## config.mk

```make
export PLATFORM = sky130hd
export DESIGN_NAME = vga_timing_gen_flat
export DESIGN_NICKNAME = d
export VERILOG_FILES = /design/src/rtl/vga_pkg.sv /design/src/rtl/vga_if.sv /design/src/rtl/vga_axis_counter.sv /design/src/rtl/vga_timing_gen.sv /design/src/flat_wrapper.sv
export SDC_FILE = /design/constraint.sdc
export NUM_CORES = 1
export LEC_CHECK = 0
export ABC_CLOCK_PERIOD_IN_PS = 3000
export BUFFER_PORTS_ARGS = -buffer_cell sky130_fd_sc_hd__buf_4
export CAP_MARGIN = 20
export CORE_MARGIN = 5
export CORE_UTILIZATION = 54
export CTS_CLUSTER_DIAMETER = 50
export DETAILED_ROUTE_END_ITERATION = 12
export GPL_TIMING_DRIVEN = 1
export PLACE_DENSITY = 0.84
export SLEW_MARGIN = 10
export SYNTH_ARGS = -nofsm -noshare
export SYNTH_HDL_FRONTEND = slang
export SYNTH_SLANG_ARGS = --single-unit
```

## constraint.sdc

```tcl
create_clock -name vga_clk -period 3 [get_ports vga_clk]
set_clock_uncertainty 0.2 [all_clocks]
set_input_delay 0.6 -clock vga_clk [delete_from_list [all_inputs] [get_ports vga_clk]]
set_output_delay 0.6 -clock vga_clk [all_outputs]
set_load 0.005 [all_outputs]
```

## src/rtl/vga_pkg.sv

```systemverilog
// Shared timing constants and coordinate type for the VGA raster path.
// Both the timing generator and the downstream renderers import this package.
package vga_pkg;

  localparam int unsigned COORD_W   = 10;
  typedef logic [COORD_W-1:0] vga_coord_t;

  // 640x480 @ 60 Hz default raster
  localparam int unsigned H_VISIBLE = 640;
  localparam int unsigned H_FRONT   = 16;
  localparam int unsigned H_SYNC    = 96;
  localparam int unsigned H_BACK    = 48;
  localparam int unsigned V_VISIBLE = 480;
  localparam int unsigned V_FRONT   = 10;
  localparam int unsigned V_SYNC    = 2;
  localparam int unsigned V_BACK    = 33;

  localparam int unsigned H_TOTAL   = H_VISIBLE + H_FRONT + H_SYNC + H_BACK;
  localparam int unsigned V_TOTAL   = V_VISIBLE + V_FRONT + V_SYNC + V_BACK;

  // Largest total a COORD_W-bit counter can represent
  localparam int unsigned COORD_SPAN = 1 << COORD_W;

endpackage

```

## src/rtl/vga_if.sv

```systemverilog
// Raster output bundle: coordinates, sync pins, visible flag, frame markers.
// master = timing generator, slave = renderers / connector.
interface vga_if;
  import vga_pkg::*;

  vga_coord_t  DrawX;
  vga_coord_t  DrawY;
  logic        hs;
  logic        vs;
  logic        blank;
  logic        frame_start;
  logic [15:0] frame_count;

  modport master (output DrawX, DrawY, hs, vs, blank, frame_start, frame_count);
  modport slave  (input  DrawX, DrawY, hs, vs, blank, frame_start, frame_count);

endinterface

```

## src/rtl/vga_axis_counter.sv

```systemverilog
// One raster axis counter: counts 0..TERMINAL when enabled, wraps to 0 and
// flags a carry on the wrapping cycle. o_next exposes the value the counter
// will hold after the coming edge so the top can register decodes in step.
module vga_axis_counter
  import vga_pkg::*;
#(
  parameter int unsigned TERMINAL = 799
) (
  input  logic       clk,
  input  logic       rst,
  input  logic       i_en,
  output vga_coord_t o_count,
  output vga_coord_t o_next,
  output logic       o_carry
);

  localparam vga_coord_t TERM = vga_coord_t'(TERMINAL);

  vga_coord_t r_count;
  logic       w_at_term;

  assign w_at_term = (r_count == TERM);
  assign o_carry   = i_en && w_at_term;
  assign o_count   = r_count;

  // Next-value mux: hold, wrap, or increment
  always_comb begin
    o_next = r_count;
    if (i_en) o_next = w_at_term ? '0 : r_count + vga_coord_t'(1);
  end

  // Counter register, cleared asynchronously
  always_ff @(posedge clk or posedge rst) begin
    if (rst) r_count <= '0;
    else     r_count <= o_next;
  end

endmodule

```

## src/rtl/vga_timing_gen.sv

```systemverilog
// Free-running VGA raster timing source. Sync/blank/frame_start are decoded
// from the counters' next values and registered, so every output switches on
// the same edge as DrawX/DrawY and describes the same pixel.
// Optional feature: define VGA_TIMING_FRAME_CNT_EN to build the 16-bit
// completed-frame counter; otherwise frame_count is tied to zero.
module vga_timing_gen #(
  parameter int unsigned H_VISIBLE = vga_pkg::H_VISIBLE,
  parameter int unsigned H_FRONT   = vga_pkg::H_FRONT,
  parameter int unsigned H_SYNC    = vga_pkg::H_SYNC,
  parameter int unsigned H_BACK    = vga_pkg::H_BACK,
  parameter int unsigned V_VISIBLE = vga_pkg::V_VISIBLE,
  parameter int unsigned V_FRONT   = vga_pkg::V_FRONT,
  parameter int unsigned V_SYNC    = vga_pkg::V_SYNC,
  parameter int unsigned V_BACK    = vga_pkg::V_BACK
) (
  input  logic  vga_clk,
  input  logic  reset,
  vga_if.master vga
);
  import vga_pkg::*;

  localparam int unsigned HT = H_VISIBLE + H_FRONT + H_SYNC + H_BACK;
  localparam int unsigned VT = V_VISIBLE + V_FRONT + V_SYNC + V_BACK;

  // Totals must fit the 10-bit counters
  if (HT > COORD_SPAN || VT > COORD_SPAN) begin : g_bad_totals
    $error("vga_timing_gen: H/V totals exceed 10-bit counter range");
  end

  localparam vga_coord_t HS_BEG = vga_coord_t'(H_VISIBLE + H_FRONT);
  localparam vga_coord_t HS_END = vga_coord_t'(H_VISIBLE + H_FRONT + H_SYNC);
  localparam vga_coord_t VS_BEG = vga_coord_t'(V_VISIBLE + V_FRONT);
  localparam vga_coord_t VS_END = vga_coord_t'(V_VISIBLE + V_FRONT + V_SYNC);
  localparam vga_coord_t H_VIS  = vga_coord_t'(H_VISIBLE);
  localparam vga_coord_t V_VIS  = vga_coord_t'(V_VISIBLE);

  vga_coord_t w_hc, w_vc, w_hc_nxt, w_vc_nxt;
  logic       w_h_carry, w_v_carry;
  logic       w_hs_nxt, w_vs_nxt, w_blank_nxt;
  logic       r_hs, r_vs, r_blank, r_frame_start;

  vga_axis_counter #(.TERMINAL(HT - 1)) u_hcnt (
    .clk     (vga_clk),
    .rst     (reset),
    .i_en    (1'b1),
    .o_count (w_hc),
    .o_next  (w_hc_nxt),
    .o_carry (w_h_carry)
  );

  vga_axis_counter #(.TERMINAL(VT - 1)) u_vcnt (
    .clk     (vga_clk),
    .rst     (reset),
    .i_en    (w_h_carry),
    .o_count (w_vc),
    .o_next  (w_vc_nxt),
    .o_carry (w_v_carry)
  );

  assign w_hs_nxt    = !((w_hc_nxt >= HS_BEG) && (w_hc_nxt < HS_END));
  assign w_vs_nxt    = !((w_vc_nxt >= VS_BEG) && (w_vc_nxt < VS_END));
  assign w_blank_nxt = (w_hc_nxt < H_VIS) && (w_vc_nxt < V_VIS);

  // Registered decode of the upcoming pixel; the vertical carry marks the
  // edge that lands on (0,0), which is exactly when frame_start must rise
  always_ff @(posedge vga_clk or posedge reset) begin
    if (reset) begin
      r_hs          <= 1'b1;
      r_vs          <= 1'b1;
      r_blank       <= 1'b0;
      r_frame_start <= 1'b0;
    end else begin
      r_hs          <= w_hs_nxt;
      r_vs          <= w_vs_nxt;
      r_blank       <= w_blank_nxt;
      r_frame_start <= w_v_carry;
    end
  end

`ifdef VGA_TIMING_FRAME_CNT_EN
  logic [15:0] r_frame_count;

  // Completed-frame counter, bumps on the same edge frame_start rises
  always_ff @(posedge vga_clk or posedge reset) begin
    if (reset)          r_frame_count <= '0;
    else if (w_v_carry) r_frame_count <= r_frame_count + 16'd1;
  end

  assign vga.frame_count = r_frame_count;
`else
  assign vga.frame_count = 16'h0000;
`endif

  assign vga.DrawX       = w_hc;
  assign vga.DrawY       = w_vc;
  assign vga.hs          = r_hs;
  assign vga.vs          = r_vs;
  assign vga.blank       = r_blank;
  assign vga.frame_start = r_frame_start;

endmodule
```

## src/flat_wrapper.sv

```systemverilog
// flat-port wrapper written by rule: the top's interface ports become plain ports
module vga_timing_gen_flat import vga_pkg::*;
#(
  parameter int unsigned H_VISIBLE = vga_pkg::H_VISIBLE,
  parameter int unsigned H_FRONT   = vga_pkg::H_FRONT,
  parameter int unsigned H_SYNC    = vga_pkg::H_SYNC,
  parameter int unsigned H_BACK    = vga_pkg::H_BACK,
  parameter int unsigned V_VISIBLE = vga_pkg::V_VISIBLE,
  parameter int unsigned V_FRONT   = vga_pkg::V_FRONT,
  parameter int unsigned V_SYNC    = vga_pkg::V_SYNC,
  parameter int unsigned V_BACK    = vga_pkg::V_BACK
)
  (vga_clk, reset, vga_DrawX, vga_DrawY, vga_hs, vga_vs, vga_blank, vga_frame_start, vga_frame_count);
  vga_if vga_i ();
  input  logic vga_clk;
  input  logic reset;
  output wire logic [$bits(vga_i.DrawX)-1:0] vga_DrawX;
  output wire logic [$bits(vga_i.DrawY)-1:0] vga_DrawY;
  output wire logic [$bits(vga_i.hs)-1:0] vga_hs;
  output wire logic [$bits(vga_i.vs)-1:0] vga_vs;
  output wire logic [$bits(vga_i.blank)-1:0] vga_blank;
  output wire logic [$bits(vga_i.frame_start)-1:0] vga_frame_start;
  output wire logic [$bits(vga_i.frame_count)-1:0] vga_frame_count;
  assign vga_DrawX = vga_i.DrawX;
  assign vga_DrawY = vga_i.DrawY;
  assign vga_hs = vga_i.hs;
  assign vga_vs = vga_i.vs;
  assign vga_blank = vga_i.blank;
  assign vga_frame_start = vga_i.frame_start;
  assign vga_frame_count = vga_i.frame_count;
  vga_timing_gen #(.H_VISIBLE(H_VISIBLE), .H_FRONT(H_FRONT), .H_SYNC(H_SYNC), .H_BACK(H_BACK), .V_VISIBLE(V_VISIBLE), .V_FRONT(V_FRONT), .V_SYNC(V_SYNC), .V_BACK(V_BACK)) u_core (.vga_clk(vga_clk), .reset(reset), .vga(vga_i));
endmodule
```

==> reports/results.tsv <==
metric	value	unit
number of global-route vias before repair	973	
Routed WL	2770	um
Core Region	2410	um^2
Fillers	201	
Initial Utilization	54.9	%
most area-hungry cell type in the Yosys netlist	dfrtp_1	
vias per cell	5.36	
Avg Inst Size Synth	10.1	um^2
kind of end point of the critical path	flip-flop	
synth cell count leaders	dfrtp_1 (22), buf_4 (17), nand2_1 (9), xnor2_1 (7)	
register area	603	um^2
Internal Dissipation	0.399	mW
Pwr Density	334	nW/um^2
top post-synthesis cells by area	dfrtp_1 (42%), buf_4 (9.6%), xnor2_1 (4.6%), dfstp_2 (4.0%), ha_1 (3.8%)	
Max Freq	401	MHz
Reg2Reg Setup Slack	0.50	ns
Sw Pwr	0.105	mW
Critical Path RT	3.04	ns
CTS tree	built	
H-tree levels	1	
routability cong.	0.907	
max_cap viols	0	
largest net degree at the start of global routing	25	
post-CTS setup buffer count	0	
WL/cell	14.8	um
hold slack final	0.263	ns
# IOs	42	
die area	3540	um^2
Async S/R FF share, synth	100	%
Critical Path AT	2.54	ns
hold-fix buffers at CTS	0	
Clock Pin Slew Worst Setup and Hold Paths	0.13	ns
1st-pass router iterations	4	
post-DP HPWL	2110	um
Die Ht	59.5	um
diode count	0	
number of I/O port buffers	25	
Pleak	0.731	nW
detailed-route via count	1002	
total of warnings raised by yosys	0	
clock power share	33.4	%
CTS buffer count	3	
status	finished clean	
total congestion overflow	0	
register share of total power	64.2	%
P&R area growth vs syn	14.0	%
Tightest Pin Transition	0.880	ns
area share of the largest cell type after synthesis	41.6	%
Post-DP Area	1470	um^2
area of the multi-input gates	626	um^2
count leader, synth	dfrtp_1	
Hold Path Class	in2async	
shortest period the worst path allows	2.50	ns
antenna-violating nets left	0	
RSZ-0062 raised after global routing	no	
GRT Overall Usage	16.5	%
Yosys cell types	41	
layout cells sized above 1	23.6	%
Post-synth top flop	dfrtp_1	
Mapped Area	1320	um^2
CTS root buf	clkbuf_4	
TritonCTS Sinks	24	
Gates resized, CTS repair	0	
Post-Synthesis Cells	131	
Setup violations, final	0	
sequential area share after synthesis	45.6	%
Worst-Skew Late Latency	0.31	ns
Worst Path Max Fanout	14	
FF+latch count, synth	24	
Clock Tree Buf Depth	2	
setup_tns	0	ns
Layout Cells excl Fill	187	
Slew Viols, Final	0	
placed cell count	183	
Slew HR	41.3	%
row cnt	18	
first-pass GRT wire length	4390	um
Final Cell Area	1510	um^2
Nets	164	
Chip Width	59.5	um
critical path class	reg2reg	
Final Hold Viols	0	
peak supply drop	0.255	mV
DRT iter0 DRCs	25	
crit start category	flip-flop	
crit share post-route	83.2	%
Sw Share	20.9	%
initial antenna violation count	0	
Post-synth EDFFs	0	
power share of the combinational group	2.3	%
DRC	0	
[cell type report]
class                           instances  share of cell area, %
Inverter                                5                   1.24
Tap cell                               30                   2.49
Timing Repair Buffer                   25                   12.4
Clock buffer                            4                   2.40
Multi-Input combinational cell         99                   41.5
Sequential cell                        24                   40.0
[sequential cells by signal, indices dropped and copies added, names as in the netlist]
signal	cells
u_core.u_hcnt.o_count	10
u_core.vga.hs	1
u_core.vga.vs	1
u_core.vga.blank	1
u_core.vga.frame_start	1
u_core.u_vcnt.o_count	10
[critical path, stage by stage (launching register included)]
cell and delay (ns):
dfrtp_1 0.45, ha_1 0.25, nand4_1 0.19, nor3_4 0.53, nand2_2 0.17, o2bb2ai_1 0.28
o311a_1 0.25, nand4b_1 0.10
[cell families after synthesis]
logic type,Yosys count,synth area share [%]
and+or+nand+nor,48,21.3
DFF,24,45.6
buffers and inverters,23,11.4
AOI/OAI and AO/OA,20,10.3
xor gates and xnor gates,10,6.62
adders and majority gates,4,3.78
other,1,0.283
muxes,1,0.756
[path summary, 6_finish.rpt]
kind / from / to / depth (start not counted)
min in group vga_clk: u_core.u_hcnt.o_count[0]$_DFF_PP0_ / u_core.u_hcnt.o_count[0]$_DFF_PP0_ / 1
hold reg to reg: u_core.u_hcnt.o_count[0]$_DFF_PP0_ / u_core.u_hcnt.o_count[0]$_DFF_PP0_ / 1
hold / removal: reset / u_core.u_vcnt.o_count[1]$_DFF_PP0_ / 2
setup / recovery: u_core.u_hcnt.o_count[0]$_DFF_PP0_ / u_core.vga.vs$_DFF_PP1_ / 7
max in group asynchronous: reset / u_core.u_vcnt.o_count[8]$_DFF_PP0_ / 2
setup reg to reg: u_core.u_hcnt.o_count[0]$_DFF_PP0_ / u_core.vga.vs$_DFF_PP1_ / 7
[power groups by stage]
stage,Combinational (mW),Sequential [mW],Clock [mW]
finish,0.0118,0.324,0.168
floorplan,0.0243,0.330,0
global placement,0.0117,0.330,0
detailed placement,0.0119,0.330,0
CTS,0.0118,0.324,0.172
global route,0.0147,0.324,0.189
[per-layer routing]
metal  global-route usage (%)  up-vias  wire length (um)
met5                        0        -                 0
li1                         -      482                 -
met1                     21.3      464              1130
met4                     8.23        0                54
met2                     26.1       49              1390
met3                     3.70        7               204
[cell usage in the layout, fill, tap and decap left out, types with 2 or more instances in the layout]
cell type | synthesis | routed
buf_4 | 17 | 25
dfrtp_1 | 22 | 22
conb_1 | 1 | 16
nand2_1 | 9 | 9
xnor2_1 | 7 | 7
and3_1 | 6 | 6
nand3_1 | 6 | 6
nor2_1 | 6 | 6
inv_1 | 5 | 5
nand4_1 | 5 | 5
o21ai_0 | 5 | 5
ha_1 | 4 | 4
xor2_1 | 3 | 3
clkbuf_4 | 0 | 3
or3_1 | 2 | 2
a21oi_1 | 2 | 2
o22ai_1 | 2 | 2
o21ai_1 | 2 | 2
a21o_1 | 2 | 2
nor4_1 | 2 | 2
dfstp_2 | 2 | 2
[metrics by stage]
stage	total power [mW]	setup slack (ns)	util, %
3_5_place_dp	0.342	0.510	61.1
3_3_place_gp	0.341	0.634	61.1
4_1_cts	0.508	0.493	62.6
2_1_floorplan	0.354	0.949	-
5_1_grt	0.527	0.323	62.6
6_report	0.504	0.505	62.6
Power figures use the tool's default switching activity.
